### config.mk
export PLATFORM = sky130hd
export DESIGN_NAME = inst_queue_flat
export DESIGN_NICKNAME = d
export VERILOG_FILES = /design/src/rtl/inst_queue_if.sv /design/src/rtl/inst_queue.sv /design/src/flat_wrapper.sv
export SDC_FILE = /design/constraint.sdc
export NUM_CORES = 1
export LEC_CHECK = 0
export ABC_AREA = 0
export ABC_CLOCK_PERIOD_IN_PS = 4900
export BUFFER_PORTS_ARGS = -buffer_cell sky130_fd_sc_hd__clkbuf_2
export CAP_MARGIN = 15
export CORE_MARGIN = 2
export CORE_UTILIZATION = 57
export CTS_BUF_LIST = sky130_fd_sc_hd__clkbuf_8
export DETAILED_ROUTE_END_ITERATION = 8
export HOLD_SLACK_MARGIN = 0.1
export PLACE_DENSITY = 0.79
export SYNTH_ARGS = -nofsm -noshare
export SYNTH_HDL_FRONTEND = slang
export SYNTH_SLANG_ARGS = --single-unit
### constraint.sdc
create_clock -name clk -period 4.9 [get_ports clk]
set_input_delay 0.245 -clock clk [delete_from_list [all_inputs] [get_ports clk]]
set_output_delay 0.245 -clock clk [all_outputs]
set_load 0.005 [all_outputs]
### src/rtl/inst_queue_if.sv
// Handshake bundle between fetch (producer), the instruction queue and decode
// (consumer). Fetch offers up to two instructions per cycle; decode sees one
// first-word-fall-through head entry.
interface inst_queue_if #(
  parameter int DEPTH = 8,
  parameter int PTR_W = 3
);
  logic             flush;
  logic             in_valid0;
  logic             in_valid1;
  logic [31:0]      in_instr0;
  logic [31:0]      in_instr1;
  logic [31:0]      in_pc0;
  logic [31:0]      in_pc1;
  logic             in_adel0;
  logic             in_adel1;
  logic             in_ready;
  logic             out_valid;
  logic [31:0]      out_instr;
  logic [31:0]      out_pc;
  logic             out_adel;
  logic             out_ready;
  logic [PTR_W:0]   count;

  // Fetch/decode side: drives pushes, flush and consumption.
  modport master (
    output flush, in_valid0, in_valid1, in_instr0, in_instr1,
           in_pc0, in_pc1, in_adel0, in_adel1, out_ready,
    input  in_ready, out_valid, out_instr, out_pc, out_adel, count
  );

  // Queue side.
  modport slave (
    input  flush, in_valid0, in_valid1, in_instr0, in_instr1,
           in_pc0, in_pc1, in_adel0, in_adel1, out_ready,
    output in_ready, out_valid, out_instr, out_pc, out_adel, count
  );
endinterface

### src/rtl/inst_queue.sv
// Instruction queue between fetch and decode. Accepts up to two instructions
// per cycle, presents one per cycle first-word-fall-through. A flush empties
// the queue in one cycle and drops any same-cycle push or pop.
module inst_queue #(
  parameter int DEPTH = 8,
  parameter int PTR_W = 3
) (
  input  logic         clk,
  input  logic         resetn,
  inst_queue_if.slave  q
);

  typedef struct packed {
    logic [31:0] instr;
    logic [31:0] pc;
    logic        adel;
  } entry_t;

  entry_t             mem [DEPTH];
  logic [PTR_W-1:0]   rdPtr;
  logic [PTR_W-1:0]   wrPtr;
  logic [PTR_W:0]     occ;
  logic               push0;
  logic               push1;
  logic               pop;
  entry_t             head;

  // Room for a full pair is judged from the registered occupancy only, so a
  // same-cycle pop never widens the window (keeps in_ready off the pop path).
  assign q.in_ready = (occ <= (PTR_W+1)'(DEPTH - 2));
  assign q.count    = occ;

  // Slot 1 rides on slot 0: a lone slot-1 valid is ignored.
  assign push0 = q.in_valid0 & q.in_ready & ~q.flush;
  assign push1 = push0 & q.in_valid1;
  assign pop   = q.out_valid & q.out_ready & ~q.flush;

  // Entry storage: slot 0 at wrPtr, slot 1 right behind it (wraps).
  // NOTE: the data array is deliberately not reset; occupancy alone decides
  // what is valid, and leaving it unreset lets it map to plain RAM.
  always_ff @(posedge clk) begin
    if (push0) mem[wrPtr]              <= '{q.in_instr0, q.in_pc0, q.in_adel0};
    if (push1) mem[wrPtr + PTR_W'(1)]  <= '{q.in_instr1, q.in_pc1, q.in_adel1};
  end

  // Pointer and occupancy bookkeeping; flush wins over push and pop.
  // NOTE: state updates use non-blocking assignments so every register
  // samples the pre-edge values regardless of statement order.
  always_ff @(posedge clk or negedge resetn) begin
    if (!resetn) begin
      rdPtr <= '0;
      wrPtr <= '0;
      occ   <= '0;
    end else if (q.flush) begin
      rdPtr <= '0;
      wrPtr <= '0;
      occ   <= '0;
    end else begin
      wrPtr <= wrPtr + PTR_W'(push0) + PTR_W'(push1);
      rdPtr <= rdPtr + PTR_W'(pop);
      occ   <= occ + (PTR_W+1)'(push0) + (PTR_W+1)'(push1) - (PTR_W+1)'(pop);
    end
  end

  // FWFT head: show the head entry, or a clean NOP when empty.
  // NOTE: every output gets a default before the condition so no latch is
  // inferred on the empty path.
  always_comb begin
    head        = mem[rdPtr];
    q.out_valid = (occ != '0);
    q.out_instr = 32'h0;
    q.out_pc    = 32'h0;
    q.out_adel  = 1'b0;
    if (q.out_valid) begin
      q.out_instr = head.instr;
      q.out_pc    = head.pc;
      q.out_adel  = head.adel;
    end
  end

  a_countBound: assert property (@(posedge clk) disable iff (!resetn)
    occ <= (PTR_W+1)'(DEPTH));
  a_validNonEmpty: assert property (@(posedge clk) disable iff (!resetn)
    !(q.out_valid && occ == '0));
  a_pushWhenReady: assert property (@(posedge clk) disable iff (!resetn)
    push0 |-> q.in_ready);

endmodule

### src/flat_wrapper.sv
// flat-port wrapper written by rule: the top's interface ports become plain ports
module inst_queue_flat 
#(
  parameter int DEPTH = 8,
  parameter int PTR_W = 3
)
  (clk, resetn, q_flush, q_in_valid0, q_in_valid1, q_in_instr0, q_in_instr1, q_in_pc0, q_in_pc1, q_in_adel0, q_in_adel1, q_out_ready, q_in_ready, q_out_valid, q_out_instr, q_out_pc, q_out_adel, q_count);
  inst_queue_if #(.DEPTH(DEPTH), .PTR_W(PTR_W)) q_i ();
  input  logic clk;
  input  logic resetn;
  input wire logic [$bits(q_i.flush)-1:0] q_flush;
  input wire logic [$bits(q_i.in_valid0)-1:0] q_in_valid0;
  input wire logic [$bits(q_i.in_valid1)-1:0] q_in_valid1;
  input wire logic [$bits(q_i.in_instr0)-1:0] q_in_instr0;
  input wire logic [$bits(q_i.in_instr1)-1:0] q_in_instr1;
  input wire logic [$bits(q_i.in_pc0)-1:0] q_in_pc0;
  input wire logic [$bits(q_i.in_pc1)-1:0] q_in_pc1;
  input wire logic [$bits(q_i.in_adel0)-1:0] q_in_adel0;
  input wire logic [$bits(q_i.in_adel1)-1:0] q_in_adel1;
  input wire logic [$bits(q_i.out_ready)-1:0] q_out_ready;
  output wire logic [$bits(q_i.in_ready)-1:0] q_in_ready;
  output wire logic [$bits(q_i.out_valid)-1:0] q_out_valid;
  output wire logic [$bits(q_i.out_instr)-1:0] q_out_instr;
  output wire logic [$bits(q_i.out_pc)-1:0] q_out_pc;
  output wire logic [$bits(q_i.out_adel)-1:0] q_out_adel;
  output wire logic [$bits(q_i.count)-1:0] q_count;
  assign q_i.flush = q_flush;
  assign q_i.in_valid0 = q_in_valid0;
  assign q_i.in_valid1 = q_in_valid1;
  assign q_i.in_instr0 = q_in_instr0;
  assign q_i.in_instr1 = q_in_instr1;
  assign q_i.in_pc0 = q_in_pc0;
  assign q_i.in_pc1 = q_in_pc1;
  assign q_i.in_adel0 = q_in_adel0;
  assign q_i.in_adel1 = q_in_adel1;
  assign q_i.out_ready = q_out_ready;
  assign q_in_ready = q_i.in_ready;
  assign q_out_valid = q_i.out_valid;
  assign q_out_instr = q_i.out_instr;
  assign q_out_pc = q_i.out_pc;
  assign q_out_adel = q_i.out_adel;
  assign q_count = q_i.count;
  inst_queue #(.DEPTH(DEPTH), .PTR_W(PTR_W)) u_core (.clk(clk), .resetn(resetn), .q(q_i));
endmodule
==> results of run 1 <==
-- cell families (layout without fill, tap and decap cells) --
logic type / count (synthesis) / count (layout) / synth area share, %
and+or+nand+nor: 182 / 182 / 4.190
other: 0 / 4 / 0
buffers and inverters: 142 / 611 / 3.180
DFF: 530 / 530 / 57.68
muxes: 715 / 715 / 29.07
adders and majority gates: 12 / 12 / 0.6278
AOI/OAI and AO/OA: 207 / 207 / 4.999
xor gates and xnor gates: 5 / 5 / 0.2548
-- worst paths after layout --
check                                               to                      start  slack, ps
max                         u_core.mem[0][0]$_DFFE_PP_  u_core.wrPtr[0]$_DFF_PN0_        900
min                        u_core.q.count[0]$_DFF_PN0_                q_in_valid1        160
max reg2reg                 u_core.mem[0][0]$_DFFE_PP_  u_core.wrPtr[0]$_DFF_PN0_        900
min reg2reg                  u_core.rdPtr[2]$_DFF_PN0_  u_core.rdPtr[2]$_DFF_PN0_        690
max in group asynchronous    u_core.rdPtr[1]$_DFF_PN0_                     resetn       3950
min in group asynchronous    u_core.wrPtr[1]$_DFF_PN0_                     resetn        580
-- stage by stage --
stage                     hold slack, ps  setup slack (ps)
after floorplan                   -50.59             79.27
after global placement             125.6              1639
after detailed placement           123.2              1504
after CTS                          118.8             980.1
after global routing               205.5             663.3
final                              160.4             899.6
-- layer usage --
metal,GRT usage (%),part of all wire [%],vias up,wire length [um]
li1,-,-,7911,-
met1,38.15,42,8935,29810
met2,46.50,49,781,34620
met3,4.906,7.5,116,5325
met4,9.935,2.2,6,1550
met5,0,0.057,-,41
-- sequential cells by signal, indices dropped and copies added, names as in the netlist --
| register | flops |
|---|---|
| u_core.wrPtr | 3 |
| u_core.mem | 520 |
| u_core.rdPtr | 3 |
| u_core.q.count | 4 |
-- worst max-delay path: cells and delay by family, from the launching register on --
family        cells  cell delay [ps]
simple gates      2              840
fa+ha+maj         1              440
mux               1              330
flops             1              880
buf+inv           2             1070
xor+xnor          1              150
-- final cells by class --
cell class,count,share of cell area [%]
antenna,4,0.03067
clock buffer,89,3.754
clock inverter,68,1.062
sequential,530,48.63
multi-input combinational,1121,33.35
inverter,9,0.1074
timing repair buffer,445,10.71
tap,615,2.358
-- power groups by stage --
stage / clock (uW) / combinational, uW / sequential, uW
6_report: 3570 / 2600 / 5290
3_5_place_dp: 0 / 2440 / 5390
5_1_grt: 3810 / 2790 / 5310
3_3_place_gp: 0 / 2380 / 5380
4_1_cts: 3630 / 2590 / 5290
2_1_floorplan: 0 / 1350 / 5350
-- timing repair --
action	CTS	global route
setup buffers	0	0
hold endpoints to repair	540	0
hold buffers	198	0
-- cells in the final DEF, fill, tap and decap left out, drive strengths merged, types with 4 or more instances in the layout --
master / netlist / final
ha: 9 / 9
diode: 0 / 4
edfxtp: 520 / 520
clkbuf: 48 / 295
a211oi: 65 / 65
nor2b: 73 / 73
a21oi: 71 / 71
a22oi: 65 / 65
nand2: 5 / 5
and3: 66 / 66
nor2: 11 / 11
dfrtp: 10 / 10
mux2i: 195 / 195
mux2: 520 / 520
dlygate4sd3: 0 / 198
buf: 85 / 41
inv: 9 / 42
clkinv: 0 / 30
==> results_dict.tcl, run 1 <==
set metrics [dict create \
    crit_fanout 56 \
    rows 80 \
    power_uw 11470 \
    setup_tns_ps 0 \
    syn_area_um2 27510 \
    synth_cells 1793 \
    synth_most_common_cell "edfxtp_1" \
    ant_nets 0 \
    relSlewSlack_pct 20.21 \
    required_ps 5330 \
    via_count 17749 \
    dieArea_um2 50030 \
    grt_usage_pct 28.27 \
    finalHoldViolations 0 \
    cts_htree_levels 3 \
    avgRoutedWirePerCell_um 24.77 \
    clockBufferDepth 3 \
    numCtsBuffers 87 \
    maxCapViolCount 0 \
    period_needed_ps 4000 \
    startpoint_type "register" \
    seqPwrFrac_pct 46.2 \
    drt_iter0_drc 1630 \
    viasPerCell 6.161 \
    async_flop_share_pct 1.887 \
    post_cts_resized 0 \
    hp-class "primary input to register" \
    utilization_pct 68.49 \
    route.detailed.drc 0 \
    path_class "register to register" \
    synth_nets 1941 \
    dieWidth_um 223.7 \
    post-route-period-util_pct 81.64 \
    ioPinCount 207 \
    grt_pass1_wl_um 106700 \
    reg2regPathDepth 7 \
    fill_cells 3270 \
    ir_worst_vdd_mv 0.6471 \
    path_cells "ha_1, xor2_2, nor2_1, nand4_1, buf_12, mux2_2, dlygate4sd3_1" \
    start_util_pct 57.73 \
    switchingPower_uw 3358 \
    crit_arrival_ps 4430 \
    synth_top_area_cell "edfxtp_1" \
    fin_worst_skew_ps 30.30 \
    synth.distinct_cells 47 \
    synth_edf_count 520 \
    synth_top_area_share_pct 56.77 \
    critPathSlowestCell "dfrtp_1" \
    clockPowerShare_pct 31.1 \
    first_pass_iters 7 \
    global_route.overflow_total 0 \
    synth_area_leaders "edfxtp_1 57%, mux2_2 13%, mux2i_1 7.1%" \
    root_buffer "clkbuf_8" \
    p_sw_share_pct 29.29 \
    outcome "complete, no violations" \
    cp-end-kind "register" \
    ys_ff_latch 530 \
    clk_latency_ps 690 \
    pwr-share-comb_pct 22.7 \
    cts_tree "yes" \
    drv_slew 0 \
    grt_setup_unrepaired "false" \
    syn_to_final_growth_pct 18.64 \
    seqCellArea_um2 15870 \
    ys.flop_type "edfxtp_1" \
    synth_area_per_cell_um2 15.34 \
    multi_input_area_um2 10880 \
    tightest_slew_ps 1197 \
    grt_pass1_vias 18256 \
    hpwl_um 37110 \
    die_h_um 223.7 \
    post_dp_cell_area_um2 29070 \
    grt_max_degree 68 \
    slowest_delay_ps 880 \
    nets 2342 \
    clkTransAtPathRegs_ps 60 \
    synth_commonest_cells "520 x edfxtp_1, 327 x mux2_2, 195 x mux2i_1" \
    core_um2 47650 \
    place_congestion 0.7763 \
    cts_sinks 530 \
    finish.instance_area_um2 32630 \
    yosysWarnings 0 \
    dp_cells 2522 \
    drt-total-wl_um 71350 \
    portBuffers 206 \
    final_cells 2881 \
    fmax_mhz 250.0 \
    antenna_found_initial 8 \
    synth_seq_area_share_pct 57.68 \
    p_leak_uw 0.01139 \
    p_int_uw 8107 \
    whs_path_depth 4 \
    drive_gt1_share_pct 33.24 \
    powerDensity_nw_per_um2 351.3 \
    setup_violations 0 \
]
(Power assumes the default switching activity.)
==> run 2, diff against run 1 <==
- ABC_CLOCK_PERIOD_IN_PS: 4900 -> 4000
- CORE_UTILIZATION: 57 -> 62
- PLACE_DENSITY: 0.79 -> 0.82
- clock period: 4.9 -> 4 ns (I/O delays scaled with it)
==> run 2 against run 1 <==
  * Total power is 23% higher
  * Sequential power is 22% higher
  * Core utilization increased by 5.7 points
  * Critical path type unchanged
  * Largest power group unchanged
  * Highest routed layer unchanged
==> results_dict.tcl, run 2 (synthesized netlist as in run 1, its figures left out) <==
set metrics [dict create \
    outcome "complete, no violations" \
    first_pass_iters 5 \
    grt_max_degree 84 \
    post_cts_buffers 0 \
    grt_pass1_wl_um 109900 \
    core_um2 44030 \
    startpoint_type "register" \
    setup_violations 0 \
    whs_path_depth 4 \
    fmax_mhz 282.1 \
    whs_endpoint "u_core.rdPtr[0]$_DFF_PN0_" \
    ir_worst_vdd_mv 0.3654 \
    viasPerCell 6.252 \
    r2r-start "u_core.wrPtr[1]$_DFF_PN0_" \
    largest_reg_flops 520 \
    fin_worst_skew_ps 17.93 \
    regToRegEndpoint "u_core.mem[7][48]$_DFFE_PP_" \
    mostFrequentLayoutCells "520 x edfxtp_1, 327 x mux2_2, 206 x clkbuf_2" \
    final_cells 2861 \
    route.detailed.drc 0 \
    grt_pass1_vias 18780 \
    drt_iter0_drc 1609 \
    place_congestion 0.7898 \
    hp-class "primary input to register" \
    regMostFlops "u_core.mem" \
    drv_slew 0 \
    ioPinCount 207 \
    p_leak_uw 0.01144 \
    fin_ws_ps 454.7 \
    path_class "register to register" \
    dieArea_um2 46060 \
    tightest_slew_ps 1045 \
    numCtsBuffers 87 \
    dp_slack_ps 1073 \
    syn_to_final_growth_pct 18.82 \
    hpwl_um 37670 \
    nets 2350 \
    portBuffers 206 \
    dp_cells 2506 \
    multi_input_area_um2 10880 \
    avgRoutedWirePerCell_um 25.38 \
    dieWidth_um 214.6 \
    clockBufferDepth 3 \
    via_count 17888 \
    crit_arrival_ps 3940 \
    post-route-period-util_pct 88.63 \
    crit_fanout 21 \
    utilization_pct 74.23 \
    powerDensity_nw_per_um2 430.1 \
    relSlewSlack_pct 29.84 \
    ctsHoldBuffers 199 \
    setup_tns_ps 0 \
    ant_nets 0 \
    finalHoldViolations 0 \
    drive_gt1_share_pct 33.58 \
    die_h_um 214.6 \
    required_ps 4400 \
    global_route.overflow_total 0 \
    seqCellArea_um2 15870 \
    mostFrequentLayoutCell "edfxtp_1" \
    rows 77 \
    cp-end-kind "register" \
    cts_htree_levels 3 \
    min_from "q_out_ready" \
    antenna_found_initial 5 \
    post_cts_resized 0 \
    fill_cells 2765 \
    cts_sinks 530 \
    maxCapViolCount 0 \
    start_util_pct 62.47 \
    drt-total-wl_um 72610 \
    root_buffer "clkbuf_8" \
    cts_tree "yes" \
    timing.reg2reg.setup_slack_ps 450 \
    clk_latency_ps 660 \
    grt_usage_pct 31.32 \
    grt_setup_unrepaired "false" \
    reg2regPathDepth 7 \
    period_needed_ps 3545 \
    clkTransAtPathRegs_ps 60 \
]
==> run 2: cell count changes in the layout (fill, tap and decap cells not counted) <==
cell / previous run / this run
inv_1: 38 / 40
clkinv_1: 23 / 15
buf_12: 14 / 17
dlygate4sd3_1: 198 / 199
buf_4: 27 / 31
bufinv_16: 2 / 1
diode_2: 4 / 3
clkinv_2: 7 / 9
inv_6: 1 / 0
inv_8: 2 / 0
clkbuf_8: 89 / 93
==> run 2: metrics by stage <==
stage	cell area (um^2)	hold slack, ps	power (uW)
final	32680	226.8	14060
after global routing	32680	250.8	14550
after CTS	32680	178.7	14040
after detailed placement	29130	83.33	9594
after global placement	29130	80.59	9517
after floorplan	27530	-95.59	8201
==> run 2: how the worst max path moves through the flow <==
stage,cells after the start,startpoint,slack [ps],to
after global placement,6,u_core.wrPtr[1]$_DFF_PN0_,1140,u_core.mem[7][0]$_DFFE_PP_
after global routing,7,u_core.wrPtr[1]$_DFF_PN0_,250,u_core.mem[7][48]$_DFFE_PP_
after floorplan,5,u_core.wrPtr[0]$_DFF_PN0_,260,u_core.mem[7][0]$_DFFE_PP_
final,7,u_core.wrPtr[1]$_DFF_PN0_,450,u_core.mem[7][48]$_DFFE_PP_
after CTS,7,u_core.wrPtr[1]$_DFF_PN0_,510,u_core.mem[7][45]$_DFFE_PP_
after detailed placement,6,u_core.wrPtr[1]$_DFF_PN0_,1070,u_core.mem[7][42]$_DFFE_PP_
==> run 2: area by class of cell <==
cell class / count / share of cell area (%)
inverters: 9 / 0.1072
clock buffers: 93 / 3.916
well taps: 592 / 2.266
diodes: 3 / 0.02297
multi-input cells: 1121 / 33.30
clock inverters: 60 / 0.8346
repair buffers: 453 / 11.00
flip-flops and latches: 530 / 48.55
==> run 2: per-layer routing <==
metal,global-route usage [%],share of wire (%),up-vias
li1,-,-,7918
met1,41.96,41,8978
met2,51.02,49,841
met3,5.943,7.9,147
met4,12.18,2.5,4
met5,0,0.033,-
==> run 2: power by group <==
group	total, uW	switching, uW	internal (uW)
clock	4330	2140	2190
combinational	3270	1900	1380
sequential	6450	79.3	6370
==> run 2: critical path, stage by stage (launching register included) <==
cell,delay [ps]
dfrtp_1,480
ha_1,360
xor2_2,220
nand2_1,180
nor4_4,820
buf_12,290
mux2_1,340
dlygate4sd3_1,570
